$ cat config.mk
export PLATFORM = sky130hd
export DESIGN_NAME = id_branch_resolver
export DESIGN_NICKNAME = d
export VERILOG_FILES = /design/src/rtl/id_branch_resolver.sv
export SDC_FILE = /design/constraint.sdc
export NUM_CORES = 1
export LEC_CHECK = 0
export CORE_MARGIN = 1.5
export CORE_UTILIZATION = 41
export CTS_BUF_LIST = sky130_fd_sc_hd__clkbuf_4
export CTS_CLUSTER_SIZE = 20
export DETAILED_ROUTE_END_ITERATION = 6
export PLACE_DENSITY = 0.86
export SETUP_SLACK_MARGIN = 0.4
export SLEW_MARGIN = 20
export SYNTH_ARGS = -nofsm -noshare
export SYNTH_HDL_FRONTEND = slang
export SYNTH_SLANG_ARGS = --single-unit
$ cat constraint.sdc
create_clock -name clk -period 8.3 [get_ports clk]
set_input_delay 2.49 -clock clk [delete_from_list [all_inputs] [get_ports clk]]
set_output_delay 2.49 -clock clk [all_outputs]
set_load 0.02 [all_outputs]
$ cat src/rtl/id_branch_resolver.sv
// IF/ID register + beq/bne/j resolve; redirects fetch and squashes FLUSH_SLOTS wrong-path captures.
// Latency: 1 cycle IF->ID capture, combinational redirect; in_stall holds IF/ID and defers any redirect.
// Optional ID_BRANCH_STATS_EN adds saturating branch/taken counters.
module id_branch_resolver #(
    parameter int DATA_W      = 32,
    parameter int FLUSH_SLOTS = 1
) (
    input  logic              clk,
    input  logic              rst_n,
    input  logic [DATA_W-1:0] in_instruction,
    input  logic [DATA_W-1:0] in_pc_plus_four,
    input  logic              in_stall,
    input  logic [DATA_W-1:0] in_rs_data,
    input  logic [DATA_W-1:0] in_rt_data,
    output logic [DATA_W-1:0] out_instruction,
    output logic [DATA_W-1:0] out_pc_plus_four,
    output logic              out_valid,
    output logic              out_PCSrc,
    output logic [DATA_W-1:0] out_branch_address,
    output logic              out_flushing
`ifdef ID_BRANCH_STATS_EN
    ,
    output logic [15:0]       out_branch_count,
    output logic [15:0]       out_taken_count
`endif
);

    localparam logic [5:0] OP_J   = 6'h02;
    localparam logic [5:0] OP_BEQ = 6'h04;
    localparam logic [5:0] OP_BNE = 6'h05;
    localparam logic [1:0] FLUSH_RELOAD = 2'(FLUSH_SLOTS - 1);

    typedef enum logic {
        ST_RUN,
        ST_FLUSH
    } state_t;

    state_t            state_q, state_d;
    logic [1:0]        cnt_q, cnt_d;
    logic [DATA_W-1:0] instr_q, instr_d;
    logic [DATA_W-1:0] pc4_q, pc4_d;
    logic              valid_q, valid_d;

    logic [5:0]        opcode;
    logic              is_beq, is_bne, is_j, is_branch;
    logic              operands_eq, br_taken, redirect;
    logic [DATA_W-1:0] imm_offset, br_target, j_target;

    // Decode works on the registered instruction; rs/rt arrive from the regfile this cycle.
    always_comb begin
        opcode      = instr_q[31:26];
        is_beq      = (opcode == OP_BEQ);
        is_bne      = (opcode == OP_BNE);
        is_j        = (opcode == OP_J);
        is_branch   = is_beq | is_bne | is_j;
        operands_eq = (in_rs_data == in_rt_data);
        br_taken    = (is_beq & operands_eq) | (is_bne & ~operands_eq) | is_j;
        imm_offset  = {{14{instr_q[15]}}, instr_q[15:0], 2'b00};
        br_target   = pc4_q + imm_offset;
        j_target    = {pc4_q[31:28], instr_q[25:0], 2'b00};
        redirect    = br_taken & valid_q & ~in_stall & (state_q == ST_RUN);
    end

    always_comb begin
        state_d = state_q;
        cnt_d   = cnt_q;
        instr_d = instr_q;
        pc4_d   = pc4_q;
        valid_d = valid_q;
        if (!in_stall) begin
            case (state_q)
                ST_RUN: begin
                    if (redirect) begin
                        instr_d = '0;
                        pc4_d   = '0;
                        valid_d = 1'b0;
                        cnt_d   = FLUSH_RELOAD;
                        state_d = (FLUSH_RELOAD != 2'd0) ? ST_FLUSH : ST_RUN;
                    end else begin
                        instr_d = in_instruction;
                        pc4_d   = in_pc_plus_four;
                        valid_d = 1'b1;
                    end
                end
                ST_FLUSH: begin
                    instr_d = '0;
                    pc4_d   = '0;
                    valid_d = 1'b0;
                    cnt_d   = cnt_q - 2'd1;
                    state_d = (cnt_q == 2'd1) ? ST_RUN : ST_FLUSH;
                end
                default: begin
                    state_d = ST_RUN;
                    cnt_d   = 2'd0;
                end
            endcase
        end
    end

    always_ff @(posedge clk or negedge rst_n) begin
        if (!rst_n) begin
            state_q <= ST_RUN;
            cnt_q   <= 2'd0;
            instr_q <= '0;
            pc4_q   <= '0;
            valid_q <= 1'b0;
        end else begin
            state_q <= state_d;
            cnt_q   <= cnt_d;
            instr_q <= instr_d;
            pc4_q   <= pc4_d;
            valid_q <= valid_d;
        end
    end

    assign out_instruction    = instr_q;
    assign out_pc_plus_four   = pc4_q;
    assign out_valid          = valid_q;
    assign out_PCSrc          = redirect;
    assign out_branch_address = redirect ? (is_j ? j_target : br_target) : '0;
    assign out_flushing       = (cnt_q != 2'd0);

`ifdef ID_BRANCH_STATS_EN
    logic [15:0] branch_cnt_q, branch_cnt_d;
    logic [15:0] taken_cnt_q, taken_cnt_d;

    always_comb begin
        branch_cnt_d = branch_cnt_q;
        taken_cnt_d  = taken_cnt_q;
        if (!in_stall && valid_q && is_branch && branch_cnt_q != 16'hFFFF)
            branch_cnt_d = branch_cnt_q + 16'd1;
        if (redirect && taken_cnt_q != 16'hFFFF)
            taken_cnt_d = taken_cnt_q + 16'd1;
    end

    always_ff @(posedge clk or negedge rst_n) begin
        if (!rst_n) begin
            branch_cnt_q <= 16'd0;
            taken_cnt_q  <= 16'd0;
        end else begin
            branch_cnt_q <= branch_cnt_d;
            taken_cnt_q  <= taken_cnt_d;
        end
    end

    assign out_branch_count = branch_cnt_q;
    assign out_taken_count  = taken_cnt_q;
`else
    logic unused_is_branch;
    assign unused_is_branch = is_branch;
`endif

endmodule

* Word level (Yosys, flattened, before mapping)
Cells that the tools add are included.
** Word-level totals
- Register bits :: 68
- Bits of input ports :: 131
- Word-level logic and storage cells :: 37
- Output and inout port bits :: 99
** Operators by class
- Equality and inequality tests :: 6
- Add/subtract/negate cells :: 2
- Bitwise gates (word level) :: 10
- Reduce and logical (&&, ||, !) cells :: 2
- Mux-type cells :: 12
** Operators by type and width (count)
- $mux W32 :: 4
- $pmux W32 S2 :: 2
- $add A32 B32 Y32 :: 1
- $eq A32 B32 Y1 :: 1
- $eq A6 B3 Y1 const B :: 2
- $eq A6 B2 Y1 const B :: 1
- $and A1 B1 Y1 :: 5
- $pmux W1 S2 :: 2
- $pmux W2 S2 :: 1
- $not A1 Y1 :: 3
- $eq A2 B1 Y1 const B :: 1
- $mux W1 :: 2
- $mux W2 :: 1
- $ne A2 B2 Y1 const B :: 1
- $or A1 B1 Y1 :: 2
- $reduce_and A2 Y1 :: 1
- $reduce_bool A2 Y1 :: 1
- $sub A2 B1 Y2 const B :: 1

* Longest topological paths before layout
- Word-level depth :: 10
- Mapped depth :: 10
- Gate-level depth less buffers :: 10

* Worst setup path after synthesis
OpenSTA, ideal clock, no wires.
- Path type :: input-to-output
- From :: input port in_rt_data[31]
- To :: output port out_branch_address[11]
- Setup slack :: 1497 ps
- Buffers on the path :: 1
- Data arrival time :: 4313 ps
- Data required time :: 5810 ps
- Cell stages on the path :: 9
- Cell sequence :: xor2_1 -> nor4_1 -> nand2_1 -> nor4_1 -> o21bai_1 -> nor2_1 -> nor2_1 -> clkbuf_1 -> a21oi_1
** On the way
- Word-level cells in the longest chain between the ends :: 9
- Elaborated cells between the ends (all ways) :: 10
- Classes of those cells :: eq/ne: 1; mux: 1; bitwise: 8
** RTL lines
- from (decl) :: line 14 : input logic [DATA_W-1:0] in_rt_data,
- $eq A32 B32 Y1 * :: line 56 : operands_eq = (in_rs_data == in_rt_data);
- $not A1 Y1 :: line 57 : br_taken = (is_beq & operands_eq) | (is_bne & ~operands_eq) | is_j;
- $and A1 B1 Y1 :: line 57
- $or A1 B1 Y1 * (2 in series) :: line 57
- $and A1 B1 Y1 * (3 in series) :: line 61 : redirect = br_taken & valid_q & ~in_stall & (state_q == ST_RUN);
- $mux W32 * :: line 120 : assign out_branch_address = redirect ? (is_j ? j_target : br_target) : '0;
- to (decl) :: line 19 : output logic [DATA_W-1:0] out_branch_address,
Mark *: on every way between the ends. The rest lies on a longest branch, timed or not.

* Final worst setup path
- From :: input port in_rt_data[17]
- To :: output port out_branch_address[22]
Same word-level chain as after synthesis.

==> metrics.md <==
| Metric | Value |
|---|---|
| Sw frac | `0.345` |
| Antenna cell count | `0` |
| Nature of the critical path startpoint | `input port` |
| Port bufs | `229` |
| Min-Delay Path Class | `reg2reg` |
| Initial antenna violation count | `0` |
| Synth cell count leaders | `dfrtp_1 (68), a22o_1 (66), nand2_1 (42), a21oi_1 (39), nor2_1 (37)` |
| Drt first pass iters | `5` |
| Synth Register Bits | `68` |
| Bufs on Longest Clock Path | `2` |
| Synth Area in Compound Gates | `0.286` |
| Cts hold-fix bufs | `0` |
| Share of cells above drive strength 1 | `0.0595` |
| Leakage power | `3.64 nW` |
| Post-synth top area share | `0.359` |
| Max FO, Critical Path | `13` |
| Sequential power share | `0.343` |
| CTS Sinks | `between 60 and 70` |
| Nature of the critical path endpoint | `output pin` |
| ANT nets after route | `0` |
| Top cells by area, synth | `dfrtp_1 (36%), a22o_1 (12%), ha_1 (8.2%)` |
| Synth Area in XOR/XNOR | `0.0979` |
| Slew Viols, Final | `0` |
| Comb power frac | `0.411` |
| GRT Resource Usage Total | `0.256` |
| VDD IR-drop max | `about 0.12 mV` |
| Psw | `slightly below 0.4 mW` |
| Global placement routability congestion | `0.849` |
| Yosys warning total | `0` |
| Syn Area/Cell | `9.33 sq um` |
| # IOs | `230` |
| Top FF cell, synth | `dfrtp_1` |
| Routed vias | `4936` |
| Clk Latency, worst-skew pair | `0.46 ns` |
| Synth Net Count | `671` |
| Power Total | `~1.2 mW` |
| Post-DP HPWL | `11600 um` |
| Die ar. | `12200 sq um` |
| Final hold violations | `0` |
| Distinct cells, synth | `between 60 and 70` |
| Status | `complete, no violations` |
| Cells after Synth | `508` |
| Setup violators final | `0` |
| Starting DRT DRC Count | `284` |
| Most numerous cell in the Yosys netlist | `dfrtp_1` |
| Die Y | `approximately 110 um` |
| Multiplexer share of the synthesized area | `0.00211` |
| Fin util | `0.659` |
| Largest net degree at the start of global routing | `69` |
| Sequential element share of the synthesized area | `0.359` |
| Unrepaired setup endpoints after global routing | `true` |
| Largest family of logic cells by synthesized area | `compound AO/OA/AOI/OAI gates` |
| Cell-internal power | `0.755 mW` |
| EDFF count, synth | `0` |
| Clock tree from TritonCTS | `done` |
| Final Cycle Share | `0.940` |
| Area leader, netlist | `dfrtp_1` |
| Via-per-instance ratio | `5.60` |
| Synth async-reset ratio | `1.00` |
| Number of global-route vias before repair | `5100` |
| GRT overflow | `0` |
| Die width | `111 um` |
| Crit Path Category | `in2out` |
| WP data required | `5.81 ns` |
| Core footprint | `11400 sq um` |
| Clock power share | `0.245` |
| Syn Std Cell Area | `about 4700 sq um` |
| Layout Nets | `898` |
| Max Cap Viol | `0` |
| Adder-Cell Fraction of Synth Area | `0.0860` |
| Post-DR wirelength/cell | `17.8 um` |
| Pwr/cell area | `154 nW/um^2` |
| Maximum operating frequency | `128 MHz` |
| Worst clock skew | `between 0.02 and 0.025 ns` |
| Remaining DRCs | `0` |
| Worst rel slew slack | `0.378` |
| Synth-to-Final Area Change | `57.9%` |
| Initial Util | `0.417` |
| H-tree Lvls | `3` |
| CTS Buf Count | `9` |
| Simple-Gate Fraction of Synth Area | `0.138` |
| Standard-cell row count | `39` |
| Tightest Pin Transition | `0.933 ns` |
| Worst-path clk slew | `0.11 ns` |
| Root Buffer | `clkbuf_4` |
| CP arrival | `approximately 5.3 ns` |
| Post-layout min period | `7.80 ns` |
| First-pass GRT wire length | `25400 um` |
| Routed Wire Length | `15700 um` |
-- layout make-up --
cell class	instances	area (sq um)
Inverter	15	56.3
Multi-Input combinational cell	404	2940
Fill cell	888	3880
Timing Repair Buffer	237	2430
Sequential cell	68	1700
Clock inverter	5	101
Tap cell	143	179
Clock buffer	10	75.1
-- path summary, 6_finish.rpt --
check,start,end,slack (ns),cells after the start
worst min register to register,out_instruction[23],out_instruction[23],0.54,1
min in group asynchronous,rst_n,out_pc_plus_four[26],2.13,1
worst max register to register,out_instruction[26],out_pc_plus_four[8],5.99,6
max in group asynchronous,rst_n,out_pc_plus_four[4],5.59,1
worst max-delay path,in_rt_data[17],out_branch_address[22],0.50,12
worst min-delay path,out_instruction[23],out_instruction[23],0.54,1
-- layer usage --
layer | wire, um | global-route usage | vias to the layer above
li1 | - | - | 2357
met1 | 6290 | 0.309 | 2334
met2 | 7930 | 0.443 | 203
met3 | 1060 | 0.0527 | 42
met4 | 455 | 0.107 | 0
met5 | 0 | 0 | -
-- flip-flops by register name (all words and copies together) (netlist names) --
signal	flops
out_pc_plus_four	32
cnt_q	2
state_q	1
out_instruction	32
out_valid	1
-- cell usage in the layout (no fill, tap or decap), types with 3 or more instances in the layout --
cell and n:
clkdlybuf4s50_1 204, dfrtp_1 68, a22o_1 66, nand2_1 42, a21oi_1 39, xor2_1 36
nor2_1 35, ha_1 31, dlymetal6s2s_1 22, xnor2_1 17, o21ai_0 15, inv_1 14
a21o_1 14, a211oi_1 11, clkbuf_4 10, nor4_1 8, nor3_1 6, buf_4 6
o211ai_1 5, nand3_1 4, or2_2 4, nand2b_1 4, o21ai_1 4, o31ai_1 4
a31oi_1 4, nor3b_1 4, nand4_1 3, nor2_4 3, o21a_1 3, and2_1 3
bufinv_16 3
-- critical path, cell delays in order --
cell and delay, ns:
clkdlybuf4s50_1 0.41, xor2_1 0.17, nor4_1 0.31, nand4_1 0.19, buf_4 0.18, nor4_4 0.17, o21bai_1 0.16, nor2_4 0.22
nor2_4 0.06, buf_12 0.18, a21oi_1 0.14, clkdlybuf4s50_1 0.62
-- through the flow --
stage	cell area, sq um	std cells	setup TNS [ns]	setup WS, ns	hold WS, ns
3_3_place_gp	7150	862	-0.362	-0.0841	0.510
3_5_place_dp	7170	863	0	0.247	0.514
5_1_grt	7490	882	0	0.291	0.575
6_report	7490	882	0	0.500	0.545
4_1_cts	7360	879	0	0.264	0.548
2_1_floorplan	4740	508	0	1.50	0.487
-- power groups by stage --
stage / sequential (mW) / combinational [mW] / clock, mW
6_report: 0.395 / 0.474 / 0.283
2_1_floorplan: 0.430 / 0.243 / 0
3_3_place_gp: 0.400 / 0.451 / 0
3_5_place_dp: 0.401 / 0.467 / 0
5_1_grt: 0.401 / 0.513 / 0.299
4_1_cts: 0.395 / 0.470 / 0.286
-- repair_timing --
| action | in CTS | in global routing |
|---|---|---|
| endpoints found under the setup margin | 25 | 30 |
| pin swaps | 0 | 1 |
| resized for setup | 3 | 26 |
| buffers inserted | 0 | 3 |
| gates cloned | 1 | 0 |
-- cell families (layout without fill, tap and decap cells) --
family,Yosys count,after routing
AOI/OAI and AO/OA,185,185
adders and majority gates,32,32
muxes,1,1
buffers and inverters,37,267
DFF,68,68
xor gates and xnor gates,53,53
and+or+nand+nor,132,133
Power figures use the tool's default switching activity.
==> RTL change 1, RTL diff (same settings) <==
`instr_q` and `pc4_q` no longer have a reset.
--- a/src/rtl/id_branch_resolver.sv
+++ b/src/rtl/id_branch_resolver.sv
@@ -101,16 +101,17 @@
         if (!rst_n) begin
             state_q <= ST_RUN;
             cnt_q   <= 2'd0;
-            instr_q <= '0;
-            pc4_q   <= '0;
             valid_q <= 1'b0;
         end else begin
             state_q <= state_d;
             cnt_q   <= cnt_d;
-            instr_q <= instr_d;
-            pc4_q   <= pc4_d;
             valid_q <= valid_d;
         end
+    end
+
+    always_ff @(posedge clk) begin
+        instr_q <= instr_d;
+        pc4_q   <= pc4_d;
     end
 
     assign out_instruction    = instr_q;
Check against the original RTL: not equivalent (a bounded check fails within 4 cycles, from zero or initial values and one cycle with rst_n low).
==> RTL change 1 against the original RTL <==
  * Register-to-register slack about the same
  * Wire length shrank 1.2%
  * Power down 17%
  * Design area shrank 1.1%
  * Area after synthesis grew 2.3%
  * Global-route usage fell by 1.2 points
  * Sequential cell count unchanged
  * Setup slack gained 0.021 ns
  * Largest cell class unchanged
==> RTL change 1: results (changes against the original RTL) <==
clk_lat worst skew -> 0.43 ns (was 0.46 ns)
crit path to -> out_branch_address[3] (was out_branch_address[22])
peak supply drop -> 82.4 uV (was 118 uV)
Setup crit start -> in_rt_data[4] (was in_rt_data[17])
pre-CTS WS -> -0.0177 ns (was 0.247 ns)
R2R Path Start -> out_instruction[27]$_SDFFCE_PN0N_ (was out_instruction[26]$_DFFE_PN0N_)
post-synthesis xor/xnor area fraction -> 0.0939 (was 0.0979)
CP Data Arrival Time -> 5.29 ns (was 5.31 ns)
share of layout cells above drive strength 1 -> 0.108 (was 0.0595)
detailed placement HPWL -> 12300 um (was 11600 um)
placed insts -> 857 (was 863)
compound-cell area share of the yosys netlist -> 0.177 (was 0.286)
Leak -> 2.99 nW (was 3.64 nW)
Placed Area -> 7320 um^2 (was 7170 um^2)
Final Skew -> 0.0127 ns (was 0.0221 ns)
worst slew pin tran -> 0.744 ns (was 0.933 ns)
post-CTS resize count -> 87 (was 3)
GRT Resource Usage Total -> 0.244 (was 0.256)
Hold WS -> 0.545 ns (about the same)
cell family with most CP delay -> simple AND/OR/NAND/NOR gates (was buffers and inverters)
Distinct cells, synth -> 53 (was 61)
status -> finished, final reports clean (unchanged)
Area contributors post-synth -> edfxtp_1 40%, and2_1 8.6%, ha_1 8.0% (was dfrtp_1 36%, a22o_1 12%, ha_1 8.2%)
final wirelength -> 15600 um (was 15700 um)
first-pass iteration count of the detailed router -> 4 (was 5)
reg-to-reg critical path endpoint -> out_instruction[30]$_SDFFCE_PN0N_ (was out_pc_plus_four[8]$_DFFE_PN0N_)
R2R depth -> 8 (was 6)
drt wl/cell -> 17.8 um (about the same)
synthesized net count -> 657 (was 671)
f_max -> 129 MHz (was 128 MHz)
Synth Area in Adders -> 0.0841 (was 0.0860)
synthesized area per cell -> 9.82 um^2 (was 9.33 um^2)
EDFF count, synth -> 64 (was 0)
start point of the worst hold path -> cnt_q[1]$_DFFE_PN0P_ (was out_instruction[23]$_DFFE_PN0N_)
Hold Path Sink -> cnt_q[1]$_DFFE_PN0P_ (was out_instruction[23]$_DFFE_PN0N_)
# nets final -> 891 (was 898)
Worst-path clk slew -> 0.13 ns (was 0.11 ns)
FFs w/ async S/R, synth -> 0.0588 (was 1.00)
slowest stage delay, CP -> 0.44 ns (was 0.62 ns)
DR iter-0 viols -> 233 (was 284)
GPL Wtd Cong -> 0.889 (was 0.849)
routed vias -> 4747 (was 4936)
Seq/Total Area, Yosys -> 0.417 (was 0.359)
Most used DFF post-synth -> edfxtp_1 (was dfrtp_1)
==> RTL change 1: cell count changes after synthesis, sizes merged, moves of 5 or more <==
cell / change
o21bai: +5
a22o: -66
and2: +64
nor2: -14
edfxtp: +64
a21oi: +9
inv: -5
nand2: +6
dfrtp: -64
==> RTL change 1: report_power, final <==
group	total, mW	switching (mW)	internal (mW)
registers	0.412	0.0147	0.397
clock network	0.241	0.144	0.0968
logic	0.307	0.147	0.161
==> RTL change 1: per-layer routing <==
layer  routed length, um  vias up  global-route usage
met5                   0        -                   0
met4                 512        0              0.0987
met1                5680     2225               0.258
met3                1020       39              0.0539
li1                    -     2257                   -
met2                8330      226               0.465
==> RTL change 1: layout make-up <==
class	instances	area, um^2
Multi-Input combinational cell	399	2750
Inverter	10	37.5
Tap cell	143	179
Timing Repair Buffer	240	2260
Clock inverter	7	82.6
Clock buffer	9	67.6
Sequential cell	68	2020
Fill cell	900	4070
==> RTL change 2, RTL diff (same settings) <==
Made on the original files. Add a define of `ID_BRANCH_STATS_EN`.
--- a/src/rtl/id_branch_resolver.sv
+++ b/src/rtl/id_branch_resolver.sv
@@ -1,6 +1,8 @@
 // IF/ID register + beq/bne/j resolve; redirects fetch and squashes FLUSH_SLOTS wrong-path captures.
 // Latency: 1 cycle IF->ID capture, combinational redirect; in_stall holds IF/ID and defers any redirect.
 // Optional ID_BRANCH_STATS_EN adds saturating branch/taken counters.
+`define ID_BRANCH_STATS_EN
+
 module id_branch_resolver #(
     parameter int DATA_W      = 32,
     parameter int FLUSH_SLOTS = 1
Behaviour (old outputs only; new: out_branch_count and out_taken_count): unchanged (Yosys induction, for registers that start in step).
==> RTL change 2 against the original RTL <==
  * Setup slack lost 0.015 ns
  * Global-route usage shrank 2.1 points
  * Power grew 26%
  * Sequential power grew 50%
  * Critical endpoint is now out_branch_address[14]
  * Design area grew 26%
  * Sequential cell count grew 32
  * Area after synthesis grew 36%
  * First-iteration DRC count grew 15%
  * Wire length grew 25%
  * Non-clock buffer count grew 33
==> RTL change 2: results (changes against the original RTL) <==
via count of the first global-routing pass -> 6082 (was 5100)
Hold Path Sink -> out_branch_count[8]$_DFFE_PN0P_ (was out_instruction[23]$_DFFE_PN0N_)
vias per inst -> 5.19 (was 5.60)
clk_lat worst skew -> 0.51 ns (was 0.46 ns)
Port Buffers -> 261 (was 229)
worst slew pin tran -> 0.705 ns (was 0.933 ns)
Leak -> 4.29 nW (was 3.64 nW)
placed insts -> 1215 (was 863)
synthesized net count -> 932 (was 671)
routed vias -> 6403 (was 4936)
detailed placement HPWL -> 15000 um (was 11600 um)
CP Data Arrival Time -> 5.33 ns (was 5.31 ns)
internal reg-to-reg setup slack -> 5.44 ns (was 5.99 ns)
Placed Area -> 9250 um^2 (was 7170 um^2)
status -> finished, final reports clean (unchanged)
R2R depth -> 7 (was 6)
first-pass GRT wire length -> 30600 um (was 25400 um)
initial antenna violation count -> 1 (was 0)
Worst-path clk slew -> 0.17 ns (was 0.11 ns)
R2R Path Start -> out_instruction[29]$_DFFE_PN0N_ (was out_instruction[26]$_DFFE_PN0N_)
Final Skew -> 0.0164 ns (was 0.0221 ns)
Max FO, Critical Path -> 29 (was 13)
start point of the worst hold path -> out_branch_count[8]$_DFFE_PN0P_ (was out_instruction[23]$_DFFE_PN0N_)
GPL Wtd Cong -> 0.874 (was 0.849)
Fillers -> 1285 (was 888)
synthesized area per cell -> 8.38 um^2 (was 9.33 um^2)
RTL change 2: cell count changes in the layout (fill, tap and decap cells not counted), moves of 8 or more:
cell,delta
mux2_2,+8
nand2_1,+149
a22o_1,-66
dfrtp_1,+32
clkdlybuf4s50_1,+47
and3_1,+10
o21ai_0,+62
xnor2_1,+45
dlymetal6s2s_1,-16
nand4_1,+12
nand3_1,+15
xor2_1,-17
RTL change 2: critical path, cell delays in order:
cell and delay [ns]:
clkdlybuf4s50_1 0.42, xnor2_1 0.27, nand4_1 0.13, nor4_1 0.29, nand2_1 0.15, xor2_1 0.17, o21ai_1 0.18, nand2_1 0.10
buf_4 0.27, a21oi_1 0.21, clkdlybuf4s50_1 0.64
RTL change 2: worst max path at each step:
stage,from,endpoint
2_1_floorplan,in_rt_data[15],out_branch_address[29]
3_3_place_gp,in_rt_data[17],out_branch_address[29]
3_5_place_dp,in_rt_data[17],out_branch_address[26]
4_1_cts,in_rt_data[15],out_branch_address[12]
5_1_grt,in_rt_data[15],out_branch_address[14]
6_report,in_rt_data[15],out_branch_address[14]
RTL change 2: metrics by stage:
step / worst slack [ns] / utilization
2_1_floorplan: 1.44 / -
3_3_place_gp: 0.426 / 0.606
3_5_place_dp: 0.358 / 0.606
4_1_cts: 0.417 / 0.615
5_1_grt: 0.403 / 0.618
6_report: 0.485 / 0.618
RTL change 2: logic make-up after synthesis:
group	Yosys count	share of synthesized area
xor gates and xnor gates	81	0.110
and+or+nand+nor	307	0.210
DFF	100	0.389
AOI/OAI and AO/OA	190	0.181
adders and majority gates	34	0.0673
buffers and inverters	46	0.0269
muxes	9	0.0156
RTL change 2: layout make-up:
cell class	instances	area [um^2]	share of cell area
Multi-Input combinational cell	621	3770	0.400
Timing Repair Buffer	270	2710	0.287
Sequential cell	100	2500	0.265
Tap cell	211	264	0.0280
Clock buffer	9	67.6	0.00716
Clock inverter	7	66.3	0.00703
Inverter	14	52.6	0.00557
Antenna cell	1	2.50	0.000265
RTL change 2: routing by layer:
| metal | wire [um] | track usage | part of all wire | vias up |
|---|---|---|---|---|
| met1 | 7870 | 0.277 | 0.40 | 3009 |
| met2 | 10000 | 0.427 | 0.51 | 209 |
| li1 | - | - | - | 3165 |
| met3 | 1420 | 0.0492 | 0.072 | 20 |
| met4 | 329 | 0.0747 | 0.017 | 0 |
| met5 | 0 | 0 | 0 | - |
RTL change 2: where the power goes:
group          switching, mW  internal, mW
Combinational          0.308         0.292
Clock                  0.193        0.0696
Sequential            0.0574         0.534
Total                  0.558         0.896
